$ cat src/rtl/subneg_core_p.sv
// SUBNEG one-instruction core: mem[B] <= mem[B] - mem[A], branch to C on a
// configurable condition. Drives an external latched-address SRAM bus.
module subneg_core_p #(
  parameter int W       = 8,
  parameter int BR_MODE = 0
) (
  input  logic         clk,
  input  logic         rst_n,
  input  logic         run,
  input  logic         ext_latch,
  input  logic         ext_we_n,
  input  logic         step_mode,
  input  logic         step,
  input  logic [W-1:0] in_port,
  input  logic [W-1:0] bus_in,
  output logic [W-1:0] bus_out,
  output logic         bus_oe,
  output logic         mem_latch,
  output logic         mem_oe_n,
  output logic         mem_we_n,
  output logic [W-1:0] out_port,
  output logic         out_strobe,
  output logic [W-1:0] pc,
  output logic         halted,
  output logic [3:0]   state_dbg
);
  typedef enum logic [2:0] {
    S_FETCH_A = 3'd0,
    S_FETCH_B = 3'd1,
    S_FETCH_C = 3'd2,
    S_READ_A  = 3'd3,
    S_READ_B  = 3'd4,
    S_WRITE   = 3'd5,
    S_IDLE    = 3'd6,
    S_HALT    = 3'd7
  } state_t;

  localparam logic [W-1:0] ONES  = {W{1'b1}};
  localparam logic [W-1:0] ONE   = W'(1);
  localparam logic [W-1:0] TWO   = W'(2);
  localparam logic [W-1:0] THREE = W'(3);

  state_t       state_q, state_d;
  logic [2:0]   ph_q, ph_d;
  logic         act_q;
  logic [W-1:0] pc_q, pc_d;
  logic [W-1:0] a_q, b_q, c_q, va_q, vb_q, out_q;
  logic [W-1:0] addr, rd_val, result;
  logic         is_read, is_write, go, taken, out_addr;
  logic         latch_int, oe_int, we_int;

  assign is_read  = (state_q == S_FETCH_A) || (state_q == S_FETCH_B) ||
                    (state_q == S_FETCH_C) || (state_q == S_READ_A) ||
                    (state_q == S_READ_B);
  assign is_write = (state_q == S_WRITE);
  // act_q is low only for the reset cycle, so the first fetch starts on the
  // first edge after rst_n rises.
  assign go       = run & act_q;
  assign out_addr = (b_q == ONES);
  assign result   = vb_q - va_q;

  always_comb begin
    addr = pc_q;
    case (state_q)
      S_FETCH_A: addr = pc_q;
      S_FETCH_B: addr = pc_q + ONE;
      S_FETCH_C: addr = pc_q + TWO;
      S_READ_A:  addr = a_q;
      default:   addr = b_q;
    endcase
  end

  assign rd_val = (addr == ONES) ? in_port : bus_in;

  always_comb begin
    taken = 1'b0;
    if (BR_MODE == 0)      taken = (va_q > vb_q);
    else if (BR_MODE == 1) taken = result[W-1];
    else                   taken = result[W-1] || (result == '0);
  end

  always_comb begin
    state_d = state_q;
    ph_d    = ph_q;
    pc_d    = pc_q;
    if (go) begin
      case (state_q)
        S_FETCH_A, S_FETCH_B, S_FETCH_C, S_READ_A, S_READ_B: begin
          if (ph_q == 3'd3) begin
            ph_d = 3'd0;
            case (state_q)
              S_FETCH_A: state_d = S_FETCH_B;
              S_FETCH_B: state_d = S_FETCH_C;
              S_FETCH_C: state_d = S_READ_A;
              S_READ_A:  state_d = S_READ_B;
              default:   state_d = S_WRITE;
            endcase
          end else begin
            ph_d = ph_q + 3'd1;
          end
        end
        S_WRITE: begin
          if (ph_q == 3'd4) begin
            ph_d = 3'd0;
            pc_d = taken ? c_q : (pc_q + THREE);
            if (taken && (c_q == pc_q)) state_d = S_HALT;
            else if (step_mode)         state_d = S_IDLE;
            else                        state_d = S_FETCH_A;
          end else begin
            ph_d = ph_q + 3'd1;
          end
        end
        S_IDLE: if (step) state_d = S_FETCH_A;
        default: ;
      endcase
    end
  end

  always_ff @(posedge clk or negedge rst_n) begin
    if (!rst_n) begin
      state_q <= S_FETCH_A;
      ph_q    <= 3'd0;
      act_q   <= 1'b0;
      pc_q    <= '0;
      a_q     <= '0;
      b_q     <= '0;
      c_q     <= '0;
      va_q    <= '0;
      vb_q    <= '0;
      out_q   <= '0;
    end else begin
      act_q   <= 1'b1;
      state_q <= state_d;
      ph_q    <= ph_d;
      pc_q    <= pc_d;
      if (go && is_read && (ph_q == 3'd3)) begin
        case (state_q)
          S_FETCH_A: a_q  <= rd_val;
          S_FETCH_B: b_q  <= rd_val;
          S_FETCH_C: c_q  <= rd_val;
          S_READ_A:  va_q <= rd_val;
          default:   vb_q <= rd_val;
        endcase
      end
      if (go && is_write && (ph_q == 3'd3) && out_addr) out_q <= result;
    end
  end

  assign latch_int = act_q && (is_read || is_write) && (ph_q != 3'd0);
  assign oe_int    = act_q && is_read && (ph_q >= 3'd2);
  assign we_int    = act_q && is_write && (ph_q == 3'd3) && !out_addr;

  // Strobes are forced inactive straight from rst_n so a mid-access reset
  // cannot pass through a low pulse while the state flops clear.
  assign mem_latch  = rst_n && (run ? latch_int : ext_latch);
  assign mem_oe_n   = !(rst_n && run && oe_int);
  assign mem_we_n   = !rst_n || (run ? !we_int : ext_we_n);
  assign bus_oe     = go && ((is_read && (ph_q < 3'd2)) || is_write);
  assign bus_out    = !act_q ? '0 :
                      (is_write && (ph_q >= 3'd2)) ? result : addr;
  assign out_strobe = go && is_write && (ph_q == 3'd3) && out_addr;
  assign out_port   = out_q;
  assign pc         = pc_q;
  assign halted     = (state_q == S_HALT);
  assign state_dbg  = {1'b0, state_q};
endmodule

$ cat config.mk
export PLATFORM = sky130hd
export DESIGN_NAME = subneg_core_p
export DESIGN_NICKNAME = d
export VERILOG_FILES = /design/src/rtl/subneg_core_p.sv
export SDC_FILE = /design/constraint.sdc
export NUM_CORES = 1
export LEC_CHECK = 0
export ABC_AREA = 0
export CORE_MARGIN = 4
export CORE_UTILIZATION = 55
export CTS_CLUSTER_DIAMETER = 40
export DETAILED_ROUTE_END_ITERATION = 16
export PLACE_DENSITY = 0.87
export SLEW_MARGIN = 15
export SYNTH_ARGS = -nofsm -noshare
export SYNTH_HDL_FRONTEND = slang
export SYNTH_SLANG_ARGS = --single-unit
$ cat constraint.sdc
create_clock -name clk -period 7.5 [get_ports clk]
set_input_delay 1.5 -clock clk [delete_from_list [all_inputs] [get_ports clk]]
set_output_delay 1.5 -clock clk [all_outputs]
set_load 0.01 [all_outputs]
==> flow_metrics.env, run 1 <==
export IMPL_status="finished clean"
export IMPL_fmax_mhz=188
export IMPL_power_share_sequential=0.306
export IMPL_n_fill_cell=580
export IMPL_io_pins=57
export IMPL_muxShareOfSynthArea=0.110
export IMPL_post_cts_resized=0
export IMPL_r2r_end="state_q[1]"
export IMPL_p_leak_nw=2.20
export IMPL_skew_ns=0.00557
export IMPL_first_iter_violations=299
export IMPL_fin_tns_setup_ns=0
export IMPL_final_max_slew_viol_count=0
export IMPL_hold_start="out_port[6]"
export IMPL_relSlewSlack=0.361
export IMPL_path_max_fanout=13
export IMPL_routed_wl_um=11000
export IMPL_die_h_um=95.6
export IMPL_combPwrFrac=0.532
export IMPL_clock_latency_ns=0.35
export IMPL_reg2reg_setup_slack_ns=4.04
export IMPL_fin_ws_ns=2.19
export IMPL_final_util=0.676
export IMPL_start_util=0.572
export IMPL_die_w_um=95.6
export IMPL_drtPass1Iterations=5
export IMPL_switching_share=0.449
export IMPL_hold_violations=0
export IMPL_htreeDepth=3
export IMPL_gr_total_overflow=0
export IMPL_drive_gt1_frac=0.127
export IMPL_synth_top_family_by_area="simple AND/OR/NAND/NOR gates"
export IMPL_maxCapViolations=0
export IMPL_clock_sinks=63
export IMPL_worst_r2r_startpoint="vb_q[0]"
export IMPL_power_switching_mw=0.832
export IMPL_crit_chain="clkdlybuf4s50_1 > nand2_1 > nor2_1 > nand3_1 > inv_1 > clkdlybuf4s50_1"
export IMPL_syn_nets=492
export IMPL_grt_pass1_wl_um=17700
export IMPL_dp_cells=581
export IMPL_synth_compound_area_share=0.185
export IMPL_ff2ff_path_depth=11
export IMPL_worstSetupPathType="input port to output pin"
export IMPL_rows=31
export IMPL_ys_seq_area_frac=0.374
export IMPL_area_growth_pct=18.1
export IMPL_gp_congestion=0.878
export IMPL_multi_input_area_sq_mm=0.00243
export IMPL_fin_area_sq_mm=0.00498
export IMPL_num_vias=3700
export IMPL_grt_usage=0.252
export IMPL_clkPwrFrac=0.162
export IMPL_power_density_mw_per_mm2=372
export IMPL_finalPower_mw=1.85
export IMPL_netlist_area_sq_mm=0.00422
export IMPL_die_area_sq_mm=0.00913
export IMPL_cts_hold_buf=0
export IMPL_fin_hold_ws_ns=0.482
export IMPL_drc=0
export IMPL_ys_warn_count=0
export IMPL_synth_fa_ha_area_frac=0.0582
export IMPL_antenna_found_initial=0
export IMPL_grt_max_degree=36
export IMPL_crit_required_ns=6.00
export IMPL_irDropWorstVdd_mv=0.239
export IMPL_grt_pass1_vias=3544
export IMPL_core_region_area_sq_mm=0.00737
export IMPL_crit_path_end_kind="output pin"
export IMPL_ys_async_sr_fraction=1.00
export IMPL_seqCellArea_sq_mm=0.00158
export IMPL_dpl_hpwl_um=8160
export IMPL_io_buffers=55
export IMPL_crit_top_cell="clkdlybuf4s50_1"
export IMPL_cts_root_buf="clkbuf_8"
export IMPL_path_clk_slew_ns=0.07
export IMPL_ys_seq_elements=63
export IMPL_dp_slack_ns=2.26
export IMPL_final_instance_count_excl_fill=597
export IMPL_vias_per_cell=6.20
export IMPL_post_cts_buffers=0
export IMPL_synth_edf_count=0
export IMPL_wl_per_cell_um=18.4
export IMPL_cts_buffers=9
export IMPL_hold_class="register to register"
export IMPL_period_needed_ns=5.31
export IMPL_synth_xor_area_frac=0.0270
export IMPL_synth_simple_area_share=0.193
export IMPL_synthFlopType="dfrtp_1"
export IMPL_placed_area_sq_mm=0.00477
export IMPL_setup_violations=0
export IMPL_hold_path_cell_count=2
export IMPL_synth_area_per_cell_sq_um=9.37
export IMPL_worst_pin_slew_ns=0.959
export IMPL_cp_slowest_cell="clkdlybuf4s50_1"
export IMPL_cp_slowest_stage_delay_ns=0.58
export IMPL_critPathLaunchType="input port"
export IMPL_rsz0062_at_grt="no"
export IMPL_cts_buffer_depth=2
export IMPL_crit_arrival_ns=3.81
export IMPL_fin_crit_sh=0.708
export IMPL_nets=535
export IMPL_cts_tree="built"
export IMPL_final_antenna_net_count=0
export IMPL_hold_end="out_port[6]"
export IMPL_synth_cells=450
export IMPL_antenna_cells=0
export IMPL_intPower_mw=1.02
export IMPL_ys_types=67
==> worst max path at each step <==
stage | slack [ns] | end | start
2_1_floorplan | 3.73 | mem_latch | run
5_1_grt | 1.97 | out_strobe | state_q[2]
3_5_place_dp | 2.26 | out_strobe | run
6_report | 2.19 | out_strobe | run
3_3_place_gp | 2.36 | out_strobe | run
4_1_cts | 2.25 | out_strobe | run
==> area by class of cell <==
type	instances	share of cell area
multi-input cells	339	0.489
flip-flops and latches	63	0.317
well taps	99	0.0249
inverters	23	0.0173
clock inverters	6	0.0121
clock buffers	10	0.0276
repair buffers	57	0.113
==> state kept, by name, indices dropped and copies added, names as in the netlist <==
name      count
pc            8
state_q       3
c_q           8
vb_q          8
va_q          8
a_q           8
act_q         1
b_q           8
ph_q          3
out_port      8
==> power groups by stage <==
stage / sequential (mW) / clock [mW] / combinational [mW]
5_1_grt: 0.583 / 0.316 / 1.07
3_5_place_dp: 0.566 / 0 / 0.964
2_1_floorplan: 0.484 / 0 / 0.753
6_report: 0.567 / 0.300 / 0.985
3_3_place_gp: 0.559 / 0 / 0.930
4_1_cts: 0.559 / 0.300 / 0.975
==> synth_stat cells, types with 3 or more instances <==
master / instances / area, sq um
a311o_1: 3 / 30.0
nor2_1: 26 / 97.6
a21oi_1: 24 / 120
buf_2: 9 / 45.0
xnor2_1: 12 / 105
nand4_1: 7 / 43.8
or3_1: 3 / 18.8
a21boi_0: 8 / 60.1
nor2b_1: 6 / 37.5
ha_1: 18 / 225
nand3_1: 14 / 70.1
and2_1: 4 / 25.0
o21a_1: 3 / 22.5
o211ai_1: 3 / 22.5
nor3_1: 10 / 50.1
o21ai_1: 6 / 30.0
mux2i_1: 9 / 90.1
nand2b_1: 8 / 50.1
inv_1: 23 / 86.3
o21ai_0: 19 / 95.1
clkbuf_1: 11 / 41.3
a221o_1: 9 / 90.1
nand2_1: 49 / 184
mux2_4: 6 / 90.1
o31ai_1: 4 / 30.0
dfrtp_1: 63 / 1580
and3_1: 12 / 75.1
o22ai_1: 3 / 18.8
a2bb2oi_1: 3 / 26.3
mux2_2: 24 / 270
==> cell usage in the layout, fill, tap and decap left out, types with 8 or more instances in the layout <==
cell,instances
and3_1,12
inv_1,23
nand2b_1,8
clkdlybuf4s50_1,54
dfrtp_1,63
a221o_1,9
nand2_1,49
xnor2_1,12
nand3_1,14
nor3_1,9
a21oi_1,24
nor2_1,25
mux2_2,24
ha_1,18
mux2i_1,9
a21boi_0,8
clkbuf_8,10
o21ai_0,19
==> cell families (layout without fill, tap and decap cells) <==
family / count (synthesis) / after routing
fa+ha+maj: 19 / 19
mux: 40 / 40
other cells: 2 / 2
flops: 63 / 63
compound gates: 110 / 110
xor+xnor: 13 / 13
buf+inv: 48 / 96
simple gates: 155 / 155
==> per-layer routing <==
metal  share of wire  vias to the layer above  wire (um)  track usage
li1                -                     1713          -            -
met1            0.43                     1809       4750        0.340
met2            0.49                      151       5320        0.400
met3           0.054                       27        589       0.0316
met4           0.028                        0        303        0.121
met5               0                        -          0            0
==> critical path, delay by kind of cell <==
family	cells	cell delay, ns
simple gates	3	0.89
buf+inv	3	1.41
No activity file was read; power rests on OpenSTA's default activity.
==> run 2: changes to the inputs <==
- clock period: 7.5 -> 5.1 ns (I/O delays scaled with it)
==> run 2 against run 1 <==
Against the previous run: via count increased by 2.2%; first-iteration DRC count up 42%; register-to-register slack worse by 2.3 ns; clock power grew 67%; worst hold slack improved by 0.0053 ns; critical endpoint is now bus_out[5].
==> flow_metrics.env, run 2 (same netlist as run 1, synthesis figures left out) <==
export IMPL_path_max_fanout=30
export IMPL_final_antenna_net_count=0
export IMPL_final_util=0.683
export IMPL_num_vias=3782
export IMPL_crit_path_end_kind="output pin"
export IMPL_crit_top_cell="nand2b_1"
export IMPL_irDropWorstVdd_mv=0.338
export IMPL_drc=0
export IMPL_cts_tree="built"
export IMPL_use_met1=0.343
export IMPL_rows=31
export IMPL_io_pins=57
export IMPL_grt_pass1_vias=3668
export IMPL_routed_wl_um=11600
export IMPL_crit_family="simple AND/OR/NAND/NOR gates"
export IMPL_clock_sinks=63
export IMPL_power_density_mw_per_mm2=556
export IMPL_drive_gt1_frac=0.132
export IMPL_drtPass1Iterations=5
export IMPL_crit_arrival_ns=3.26
export IMPL_cts_buffers=9
export IMPL_hold_class="register to register"
export IMPL_cp_slowest_stage_delay_ns=0.72
export IMPL_start_util=0.572
export IMPL_top_usage_layer="met2"
export IMPL_grt_max_degree=58
export IMPL_grt_pass1_wl_um=18500
export IMPL_post_cts_resized=0
export IMPL_crit_chain="nand2b_1 > or2_2 > nand2b_1 > o31ai_1 > and2_1 > clkdlybuf4s50_1"
export IMPL_n_fill_cell=572
export IMPL_fin_tns_setup_ns=0
export IMPL_vias_per_cell=6.30
export IMPL_final_cell_mix="dfrtp_1 (63), clkdlybuf4s50_1 (54), nand2_1 (49), nor2_1 (25)"
export IMPL_crit_required_ns=4.08
export IMPL_die_w_um=95.6
export IMPL_status="finished clean"
export IMPL_first_iter_violations=424
export IMPL_setup_violations=0
export IMPL_gp_congestion=0.926
export IMPL_layout_cells_most_common="dfrtp_1"
export IMPL_area_growth_pct=19.4
export IMPL_period_needed_ns=4.28
export IMPL_die_h_um=95.6
export IMPL_antenna_found_initial=0
export IMPL_final_max_slew_viol_count=0
export IMPL_relSlewSlack=0.318
export IMPL_path_buf_inv=1
export IMPL_wl_per_cell_um=19.3
export IMPL_htreeDepth=3
export IMPL_cts_hold_buf=0
export IMPL_fmax_mhz=234
export IMPL_rsz0062_at_grt="no"
export IMPL_antenna_cells=0
export IMPL_io_buffers=55
export IMPL_gr_total_overflow=0
export IMPL_clock_latency_ns=0.36
export IMPL_cp_slowest_cell="dfrtp_1"
export IMPL_use_met3=0.0418
export IMPL_nets=538
export IMPL_p_leak_nw=2.22
export IMPL_fin_crit_sh=0.838
export IMPL_cts_buffer_depth=2
export IMPL_critPathLaunchType="register"
export IMPL_core_region_area_sq_mm=0.00737
export IMPL_maxCapViolations=0
export IMPL_skew_ns=0.0132
export IMPL_seqCellArea_sq_mm=0.00158
export IMPL_die_area_sq_mm=0.00913
export IMPL_hold_violations=0
export IMPL_finalPower_mw=2.80
export IMPL_met2_usage=0.440
export IMPL_post_cts_buffers=0
export IMPL_cts_root_buf="clkbuf_8"
export IMPL_worst_pin_slew_ns=1.02
export IMPL_path_clk_slew_ns=0.08
export IMPL_dpl_hpwl_um=8450
export IMPL_grt_usage=0.268
export IMPL_multi_input_area_sq_mm=0.00243
export IMPL_worstSetupPathType="register to output pin"
[run 2: changes by cell type in the layout (fill, tap and decap cells not counted), sizes merged]
cell / previous run / this run
buf: 3 / 6
clkinv: 3 / 1
bufinv: 1 / 2
inv: 23 / 24
[run 2: cell type report]
type	instances	area share
multi-input combinational	339	0.483
sequential	63	0.313
timing repair buffer	60	0.116
clock buffer	10	0.0273
tap	99	0.0246
clock inverter	6	0.0184
inverter	23	0.0172
[run 2: through the flow]
step,hold slack (ns),instance area [sq um],cells,worst slack [ns]
after floorplan,0.456,4220,450,1.93
after global placement,0.467,4800,584,1.14
after detailed placement,0.467,4800,584,1.12
after CTS,0.485,5030,600,0.834
after global routing,0.514,5030,600,0.583
final,0.488,5030,600,0.824
[run 2: final timing paths]
path / cells past startpoint / startpoint / slack (ns) / to
max: 6 / state_q[1] / 0.82 / bus_out[5]
min: 2 / out_port[4] / 0.49 / out_port[4]
min reg2reg: 2 / out_port[4] / 0.49 / out_port[4]
max in group asynchronous: 2 / rst_n / 3.56 / b_q[1]
min in group asynchronous: 1 / rst_n / 0.53 / state_q[1]
max reg2reg: 11 / vb_q[0] / 1.72 / state_q[1]
[run 2: routing by layer]
layer | vias up | part of all wire
met5 | - | 0
met4 | 0 | 0.034
met3 | 36 | 0.066
met2 | 182 | 0.49
met1 | 1837 | 0.41
li1 | 1727 | -
[run 2: tightest hold or removal path, cell delays in order (launching register included)]
cell	delay (ns)
dfrtp_1	0.35
nand2_1	0.05
nand2_1	0.06
[run 2: power by group]
part	internal, mW	switching (mW)
combinational	0.667	0.829
sequential	0.609	0.191
clock	0.291	0.211
